==> config.mk <==
export PLATFORM = sky130hd
export DESIGN_NAME = alu_seq_flat
export DESIGN_NICKNAME = d
export VERILOG_FILES = /design/src/rtl/alu_pkg.sv /design/src/rtl/alu_seq_if.sv /design/src/rtl/alu_core_w.sv /design/src/rtl/alu_seq.sv /design/src/flat_wrapper.sv
export SDC_FILE = /design/constraint.sdc
export NUM_CORES = 1
export LEC_CHECK = 0
export ABC_AREA = 1
export ABC_CLOCK_PERIOD_IN_PS = 3750
export CAP_MARGIN = 10
export CORE_ASPECT_RATIO = 0.6
export CORE_MARGIN = 4
export CORE_UTILIZATION = 35
export CTS_CLUSTER_DIAMETER = 80
export DETAILED_ROUTE_END_ITERATION = 7
export GPL_ROUTABILITY_DRIVEN = 1
export PLACE_DENSITY = 0.57
export SLEW_MARGIN = 20
export SYNTH_ARGS = -nofsm -noshare
export SYNTH_HDL_FRONTEND = slang
export SYNTH_SLANG_ARGS = --single-unit
==> constraint.sdc <==
create_clock -name clk -period 3.75 [get_ports clk]
set_input_delay 0.75 -clock clk [delete_from_list [all_inputs] [get_ports clk]]
set_output_delay 0.75 -clock clk [all_outputs]
set_load 0.02 [all_outputs]
==> src/rtl/alu_pkg.sv <==
// Shared definitions for the sequential ALU: opcodes, FSM states, overflow helper.
package alu_pkg;

  localparam logic [2:0] OP_ADD = 3'b000;
  localparam logic [2:0] OP_SUB = 3'b001;
  localparam logic [2:0] OP_AND = 3'b010;
  localparam logic [2:0] OP_MVN = 3'b011;
  localparam logic [2:0] OP_SHL = 3'b100;
  localparam logic [2:0] OP_SHR = 3'b101;
  localparam logic [2:0] OP_ASR = 3'b110;
  localparam logic [2:0] OP_MUL = 3'b111;

  typedef enum logic [1:0] {
    S_IDLE = 2'd0,
    S_EXEC = 2'd1,
    S_DONE = 2'd2
  } state_t;

  // Signed overflow for ADD/SUB from the sign bits only, so it works for any W.
  function automatic logic v_addsub(input logic is_sub, input logic a_s,
                                    input logic b_s, input logic r_s);
    if (is_sub) v_addsub = (a_s != b_s) && (r_s != a_s);
    else        v_addsub = (a_s == b_s) && (r_s != a_s);
  endfunction

endpackage

==> src/rtl/alu_seq_if.sv <==
// Operand/result handshake bundle between the datapath controller and alu_seq.
interface alu_seq_if #(parameter int W = 16);

  logic         in_valid;
  logic         in_ready;
  logic [W-1:0] Ain;
  logic [W-1:0] Bin;
  logic [2:0]   ALUop;
  logic         out_valid;
  logic         out_ready;
  logic [W-1:0] out;
  logic         N;
  logic         V;
  logic         Z;

  modport master (
    output in_valid, Ain, Bin, ALUop, out_ready,
    input  in_ready, out_valid, out, N, V, Z
  );

  modport slave (
    input  in_valid, Ain, Bin, ALUop, out_ready,
    output in_ready, out_valid, out, N, V, Z
  );

endinterface

==> src/rtl/alu_core_w.sv <==
// Combinational single-cycle ALU: ADD, SUB, AND, MVN with signed overflow.
module alu_core_w
  import alu_pkg::*;
#(
  parameter int W = 16
) (
  input  logic [W-1:0] a,
  input  logic [W-1:0] b,
  input  logic [1:0]   op,
  output logic [W-1:0] result,
  output logic         v
);

  // Select the legacy operation; V is only meaningful for ADD and SUB.
  always_comb begin
    result = '0;
    v      = 1'b0;
    case ({1'b0, op})
      OP_ADD: begin
        result = a + b;
        v      = v_addsub(1'b0, a[W-1], b[W-1], result[W-1]);
      end
      OP_SUB: begin
        result = a - b;
        v      = v_addsub(1'b1, a[W-1], b[W-1], result[W-1]);
      end
      OP_AND:  result = a & b;
      OP_MVN:  result = ~b;
      default: result = '0;
    endcase
  end

endmodule

==> src/rtl/alu_seq.sv <==
// Handshaked ALU: single-cycle logic/arith ops, iterative shifts and shift-add multiply.
module alu_seq
  import alu_pkg::*;
#(
  parameter int W = 16
) (
  input logic       clk,
  input logic       reset,
  alu_seq_if.slave  bus
);

  localparam int SW = $clog2(W);
  localparam logic [SW:0] CNT_MUL = (SW + 1)'(W);
  localparam logic [SW:0] CNT_ONE = (SW + 1)'(1);

  state_t         state;
  state_t         state_nx;
  logic           accept;
  logic [2:0]     op_q;
  logic [W-1:0]   work;
  logic [W-1:0]   mplier;
  logic [2*W-1:0] mcand;
  logic [2*W-1:0] prod;
  logic [SW:0]    cnt;

  logic [W-1:0]   core_res;
  logic           core_v;
  logic [W-1:0]   sh_step;
  logic [2*W-1:0] prod_step;

  logic           load_en;
  logic [W-1:0]   load_val;
  logic           load_v;

  assign bus.in_ready  = (state == S_IDLE);
  assign bus.out_valid = (state == S_DONE);
  assign accept        = bus.in_valid && (state == S_IDLE);

  alu_core_w #(.W(W)) u_core (
    .a      (bus.Ain),
    .b      (bus.Bin),
    .op     (bus.ALUop[1:0]),
    .result (core_res),
    .v      (core_v)
  );

  // One iteration of the captured shift or multiply, evaluated every EXEC cycle.
  always_comb begin
    sh_step = work;
    case (op_q)
      OP_SHL:  sh_step = work << 1;
      OP_SHR:  sh_step = work >> 1;
      OP_ASR:  sh_step = {work[W-1], work[W-1:1]};
      default: sh_step = work;
    endcase
    prod_step = prod + (mplier[0] ? mcand : '0);
  end

  // Next-state decode and selection of the value loaded into out/flags on entry to DONE.
  always_comb begin
    state_nx = state;
    load_en  = 1'b0;
    load_val = '0;
    load_v   = 1'b0;
    case (state)
      S_IDLE: begin
        if (accept) begin
          if (!bus.ALUop[2]) begin
            state_nx = S_DONE;
            load_en  = 1'b1;
            load_val = core_res;
            load_v   = core_v;
          end else if ((bus.ALUop != OP_MUL) && (bus.Bin[SW-1:0] == '0)) begin
            state_nx = S_DONE;
            load_en  = 1'b1;
            load_val = bus.Ain;
          end else begin
            state_nx = S_EXEC;
          end
        end
      end
      S_EXEC: begin
        if (cnt == CNT_ONE) begin
          state_nx = S_DONE;
          load_en  = 1'b1;
          if (op_q == OP_MUL) begin
            load_val = prod_step[W-1:0];
            load_v   = |prod_step[2*W-1:W];
          end else begin
            load_val = sh_step;
          end
        end
      end
      S_DONE: begin
        if (bus.out_ready) state_nx = S_IDLE;
      end
      default: state_nx = S_IDLE;
    endcase
  end

  // State register; reset aborts any operation in flight.
  always_ff @(posedge clk) begin
    if (reset) state <= S_IDLE;
    else       state <= state_nx;
  end

  // Operand capture on accept, then one shift/multiply step per EXEC cycle.
  always_ff @(posedge clk) begin
    if (reset) begin
      op_q   <= OP_ADD;
      work   <= '0;
      mplier <= '0;
      mcand  <= '0;
      prod   <= '0;
      cnt    <= '0;
    end else if (accept) begin
      op_q   <= bus.ALUop;
      work   <= bus.Ain;
      mplier <= bus.Bin;
      mcand  <= {{W{1'b0}}, bus.Ain};
      prod   <= '0;
      cnt    <= (bus.ALUop == OP_MUL) ? CNT_MUL : {1'b0, bus.Bin[SW-1:0]};
    end else if (state == S_EXEC) begin
      work   <= sh_step;
      mplier <= mplier >> 1;
      mcand  <= mcand << 1;
      prod   <= prod_step;
      cnt    <= cnt - CNT_ONE;
    end
  end

  // Result and status registers; they only change when a result lands in DONE.
  always_ff @(posedge clk) begin
    if (reset) begin
      bus.out <= '0;
      bus.N   <= 1'b0;
      bus.V   <= 1'b0;
      bus.Z   <= 1'b0;
    end else if (load_en) begin
      bus.out <= load_val;
      bus.N   <= load_val[W-1];
      bus.V   <= load_v;
      bus.Z   <= (load_val == '0);
    end
  end

endmodule

==> src/flat_wrapper.sv <==
// flat-port wrapper written by rule: the top's interface ports become plain ports
module alu_seq_flat import alu_pkg::*;
#(
  parameter int W = 16
)
  (clk, reset, bus_in_valid, bus_Ain, bus_Bin, bus_ALUop, bus_out_ready, bus_in_ready, bus_out_valid, bus_out, bus_N, bus_V, bus_Z);
  alu_seq_if #(.W(W)) bus_i ();
  input logic clk;
  input logic reset;
  input wire logic [$bits(bus_i.in_valid)-1:0] bus_in_valid;
  input wire logic [$bits(bus_i.Ain)-1:0] bus_Ain;
  input wire logic [$bits(bus_i.Bin)-1:0] bus_Bin;
  input wire logic [$bits(bus_i.ALUop)-1:0] bus_ALUop;
  input wire logic [$bits(bus_i.out_ready)-1:0] bus_out_ready;
  output wire logic [$bits(bus_i.in_ready)-1:0] bus_in_ready;
  output wire logic [$bits(bus_i.out_valid)-1:0] bus_out_valid;
  output wire logic [$bits(bus_i.out)-1:0] bus_out;
  output wire logic [$bits(bus_i.N)-1:0] bus_N;
  output wire logic [$bits(bus_i.V)-1:0] bus_V;
  output wire logic [$bits(bus_i.Z)-1:0] bus_Z;
  assign bus_i.in_valid = bus_in_valid;
  assign bus_i.Ain = bus_Ain;
  assign bus_i.Bin = bus_Bin;
  assign bus_i.ALUop = bus_ALUop;
  assign bus_i.out_ready = bus_out_ready;
  assign bus_in_ready = bus_i.in_ready;
  assign bus_out_valid = bus_i.out_valid;
  assign bus_out = bus_i.out;
  assign bus_N = bus_i.N;
  assign bus_V = bus_i.V;
  assign bus_Z = bus_i.Z;
  alu_seq #(.W(W)) u_core (.clk(clk), .reset(reset), .bus(bus_i));
endmodule
# Word level (Yosys, flattened, before mapping)
# Cells that the tools add are included.
# classes
addsub,4
n_eq_ne,19
n_mux,35
n_bitwise,2
n_reduce_logical,12
# op_table
op,n
16-bit two-way mux,11
16-bit case mux with 4 select lines,1
16-bit case mux with 3 select lines,1
32-bit adder,1
32-bit two-way mux,1
16-bit case mux with 2 select lines,1
16-bit adder,1
16-bit AND,1
16-bit zero test,1
16-bit NOT,1
16-bit OR reduction,1
16-bit subtractor,1
"3-bit == test, second input constant",5
5-bit two-way mux,3
2-bit two-way mux,5
1-bit two-way mux,8
"2-bit == test, second input constant",3
1-bit case mux with 2 select lines,3
2-bit case mux with 3 select lines,1
"5-bit by 1-bit == test with 1-bit output, second input constant",1
"5-bit by 1-bit subtractor with 5-bit output, second input constant",1
"2-bit by 1-bit == test with 1-bit output, second input constant",2
1-bit logical AND,4
2-bit zero test,2
other kinds (9),12
# totals
ff_bits,125
inputBits,39
output_inout_bits,21

# Longest topological paths before layout
# depth
ltp_word,7
ltp_mapped,24
mapped_depth_nobuf,22

# By module
# From an unflattened synthesis, not the netlist that was laid out.
# hier_totals
hier_cells,1891
area_unflattened_um2,10968.0
# modules_own_cells
mod,n_inst,cells_per_inst,area_per_inst_um2,seq_area_each_um2
alu_seq,1,1435,8565.7,2482.4
alu_core_w,1,456,2402.3,0.0

# Worst setup path after synthesis
# No wires, ideal clock.
# synth_path
path_type,reg-to-reg
startpoint,register u_core.mplier[0]
endpoint,register u_core.bus.V
setup_ns,0.119
arrival_time_ns,2.491
required_ns,3.631
slack_ns,1.140
stages_incl_launch_ff,23
synth_period_minus_slack_ns,2.610
path_cell_list,dfxtp_1 > clkbuf_1 > clkbuf_1 > nand2_1 > inv_1 > ha_1 > fa_1 > nand3_1 > nand2_1 > nand2_1 > nand2_1 > a21boi_1 > inv_1 > nand2_1 > nand2_1 > nand2_1 > nand2_1 > nor2_1 > nand2_1 > nor2_1 > nand2_1 > nand2_1 > a21oi_1
# synth_via
elab_chain_len,6
# synth_lines
item,line_no,source
"start, declared",alu_seq.sv:21,logic [W-1:0] mplier;
"start signal, assigned",alu_seq.sv:119,mplier <= bus.Bin;
"start signal, assigned",alu_seq.sv:125,mplier <= mplier >> 1;
32-bit two-way mux,alu_seq.sv:56,prod_step = prod + (mplier[0] ? mcand : '0);
32-bit adder,alu_seq.sv:56,
16-bit OR reduction,alu_seq.sv:88,load_v = |prod_step[2*W-1:W];
1-bit two-way mux,alu_seq.sv:86,if (op_q == OP_MUL) begin
1-bit two-way mux,alu_seq.sv:83,if (cnt == CNT_ONE) begin
1-bit case mux with 2 select lines,alu_seq.sv:65,case (state)
"end signal, assigned",alu_seq.sv:142,bus.V <= load_v;
"end, declared",alu_seq_if.sv:23,"output in_ready, out_valid, out, N, V, Z"
# No other way between the ends.
# A chain may end at the register's enable or synchronous reset.

# Worst setup path in the final report
# layout_path
startpoint,input port bus_Ain[0]
endpoint,register u_core.bus.Z
# layout_via
elab_chain_len,6
# layout_lines
item,line_no,source
"start, declared",flat_wrapper.sv:11,input wire logic [$bits(bus_i.Ain)-1:0] bus_Ain;
16-bit subtractor (tied with other cells),alu_core_w.sv:24,result = a - b;
16-bit case mux with 4 select lines,alu_core_w.sv:18,"case ({1'b0, op})"
16-bit two-way mux *,alu_seq.sv:68,if (!bus.ALUop[2]) begin
16-bit two-way mux *,alu_seq.sv:67,if (accept) begin
16-bit case mux with 2 select lines *,alu_seq.sv:65,
16-bit zero test *,alu_seq.sv:143,bus.Z <= (load_val == '0);
"end signal, assigned",alu_seq.sv:143,
"end, declared",alu_seq_if.sv:23,
# Mark *: on every way between the ends. The rest lies on a longest branch, timed or not.

==> reports/qor.yml <==
dp_hpwl_mm: 28.97
final.setup.tns_ps: 0
setup_slack_ps: 402.7
syn2layout_area_growth_pct: 15.66
crit_start: "bus_Ain[0]"
drive_gt1_frac: 0.06808
cts_num_sinks: 124
max_stage_delay_ps: 530
worst_path_max_delay_cell: "clkdlybuf4s50_1"
synth.avg_cell_area_sq_um: 5.909
crit_top_cell: "nand2_1"
async_flop_share: 0
crit_type: "in -> reg"
dieHeight_um: 140.6
synth_top_area_share: 0.2421
grt_pass1_wl_mm: 57.96
rsz0062_at_grt: "false"
endpoint: "u_core.bus.Z"
grt_max_degree: 58
power.density_nw_per_um2: 383.8
die_area_sq_um: 32180
timing.final.crit_share: 0.8926
drt-initial-drc-count: 1280
r2r-end: "u_core.bus.V"
crit_path_start_kind: "input pin"
placed_cells: 2135
holdWs_ps: 466.2
total_power_w: 0.004551
drv_slew: 0
cp_max_fo: 4
finalCriticalPeriod_ps: 3347
p_leak_nw: 5.789
hold_violations: 0
core-area_sq_um: 28830
cts_made_buffers: 17
drc_errors: 0
hold_class: "reg -> reg"
diodes: 0
fmax_mhz: 298.8
status: "completed"
root_buffer: "clkbuf_16"
gp_congestion: 0.9867
via_per_inst: 5.180
place_ws_ps: 63.12
crit_arrival_ps: 3720
path_clk_slew_ps: 60
ir_drop_v: 0.0003542
pin_count: 60
yosysTopAreaCell: "dfxtp_1"
crit_buf_inv: 3
htreeDepth: 4
reg2reg_depth: 18
routed_wl_mm: 36.88
worstSetupEndpointType: "register"
cts_setup_buffers: 0
globalRouteOverflowTotal: 0
final_cells: 2167
postRouteAntennaNets: 0
grt_pass1_vias: 10030
final_cell_mix: "nand2_1, inv_1, nor2_1, dfxtp_1, o21ai_0"
nNetsFinal: 1886
drtPass1Iterations: 6
wl_per_cell_um: 17.02
synthesis.instances: 1735
track_usage: 0.2271
clock_skew_ps: 10.07
start_util: 0.3556
ys_seq_area_frac: 0.2421
antenna_found_initial: 0
port_buffers: 59
synth-edff-count: 0
r2r_start: "u_core.mplier[0]"
setup_viol: 0
maxCapViolations: 0
synth_ff_type: "dfxtp_1"
rows: 48
synth_fp_nets: 1842
reg2reg_slack_ps: 430
postSynthRegisterBits: 124
final_common_cell: "nand2_1"
cp_data_required_time_ps: 4120
worstMarginPinSlew_ps: 785.8
cp_top_family: "simple AND/OR/NAND/NOR gates"
cp_cell_sequence: "clkdlybuf4s50_1 -> inv_1 -> ha_1 -> fa_1 -> inv_1 -> nand3_1 -> nand2_1 -> nand2_1 -> nand2_1 -> nand3_1 -> nand2_1 -> nand2_1 -> nand3_1 -> nand2_1 -> nand2_1 -> nand2_1 -> nand2_1 -> nand2_1 -> nor2_1 -> nand3_1 -> a21oi_2"
ctsResizeCount: 0
synth_warnings: 0
dr_total_vias: 11220
cts_max_path_buffers: 2
synthTopCellsByArea: "dfxtp_1, nand2_1, ha_1"
cts_tree: "built"
insertion_delay_ps: 440
relSlewSlack: 0.4755
cts-hold-fix-buffers: 0
yosysUniqueCellTypes: 49
syn-cell-area_sq_um: 10250
cp_num_cells: 21
die_width_um: 229.0
-- sequential cells by signal (all words and copies together), names as in the netlist --
signal / flops
u_core.mplier: 16
u_core.cnt: 5
u_core.prod: 32
u_core.state: 2
u_core.bus.V: 1
u_core.bus.Z: 1
u_core.op_q: 3
u_core.mcand: 32
u_core.bus.out: 16
u_core.work: 16
-- where the power goes --
group / internal [W] / switching, W / total [W]
combinational: 0.000449 / 0.000875 / 0.00132
clock: 0.00102 / 0.000678 / 0.00169
sequential: 0.00143 / 0.0000997 / 0.00153
-- cell usage after synthesis (2+ instances only) --
master    count
buf_6         2
nor2_2        9
dfxtp_1     124
buf_2        19
o211ai_1     11
buf_1         3
nor3_1       13
o211ai_2      2
xor2_1       14
a22oi_1       6
inv_2        14
a211oi_1      2
or2_1         5
nand3_2       5
o22ai_1       2
nand3b_1      6
nor2_1      171
or2_2         4
nand2_2       8
a21boi_1      3
a221oi_1      2
o21ai_1       8
ha_1         65
nand2_1     562
a21oi_2       7
clkinv_1      2
o21a_1        5
a31oi_1      46
inv_1       216
o21bai_1      9
nand3_1     102
buf_4         9
xnor2_1       4
a21o_1        3
fa_1          3
nor4_1        2
nand4_1       9
clkbuf_1     37
a21oi_1     105
o21ai_0     107
-- worst min path at each step --
stage,from,to,slack (ps),cells past startpoint
2_1_floorplan,u_core.mplier[15],u_core.mplier[15],440,2
4_1_cts,u_core.mplier[15],u_core.mplier[15],470,2
3_5_place_dp,u_core.mplier[15],u_core.mplier[15],460,2
6_report,u_core.mplier[15],u_core.mplier[15],470,2
3_3_place_gp,u_core.mplier[15],u_core.mplier[15],450,2
5_1_grt,u_core.mplier[2],u_core.mplier[2],490,2
-- tightest hold or removal path, delay by kind of cell (launching register included) --
family | cells | cell delay [ps]
DFF | 1 | 310
and+or+nand+nor | 1 | 60
AOI/OAI and AO/OA | 1 | 50
-- area by class of cell --
class | count | area, sq um
timing repair buffer | 95 | 868.3
sequential | 124 | 2482
multi-input combinational | 1309 | 6574
clock buffer | 19 | 452.9
clock inverter | 13 | 140.1
fill | 3085 | 16970
tap | 375 | 469.2
inverter | 232 | 870.8
-- metrics by stage --
stage	instance area, sq um	utilization
global placement	11260	0.3908
floorplan	10250	-
global route	11860	0.4113
detailed placement	11260	0.3908
finish	11860	0.4113
CTS	11860	0.4113
-- kinds of logic after synthesis --
kind of cell / count (synthesis) / synth area share
and+or+nand+nor: 902 / 0.3618
xor gates and xnor gates: 18 / 0.01538
adders and majority gates: 68 / 0.08518
buffers and inverters: 302 / 0.1176
AOI/OAI and AO/OA: 321 / 0.1778
DFF: 124 / 0.2421
-- per-layer routing --
metal  global-route usage  vias to the layer above  wire length, um
met5                    0                        -                0
met4              0.03583                        0              263
met3              0.05674                       20             3721
met2               0.2716                      463            12670
met1               0.3896                     5078            20220
li1                     -                     5663                -
No activity file was read; power rests on OpenSTA's default activity.
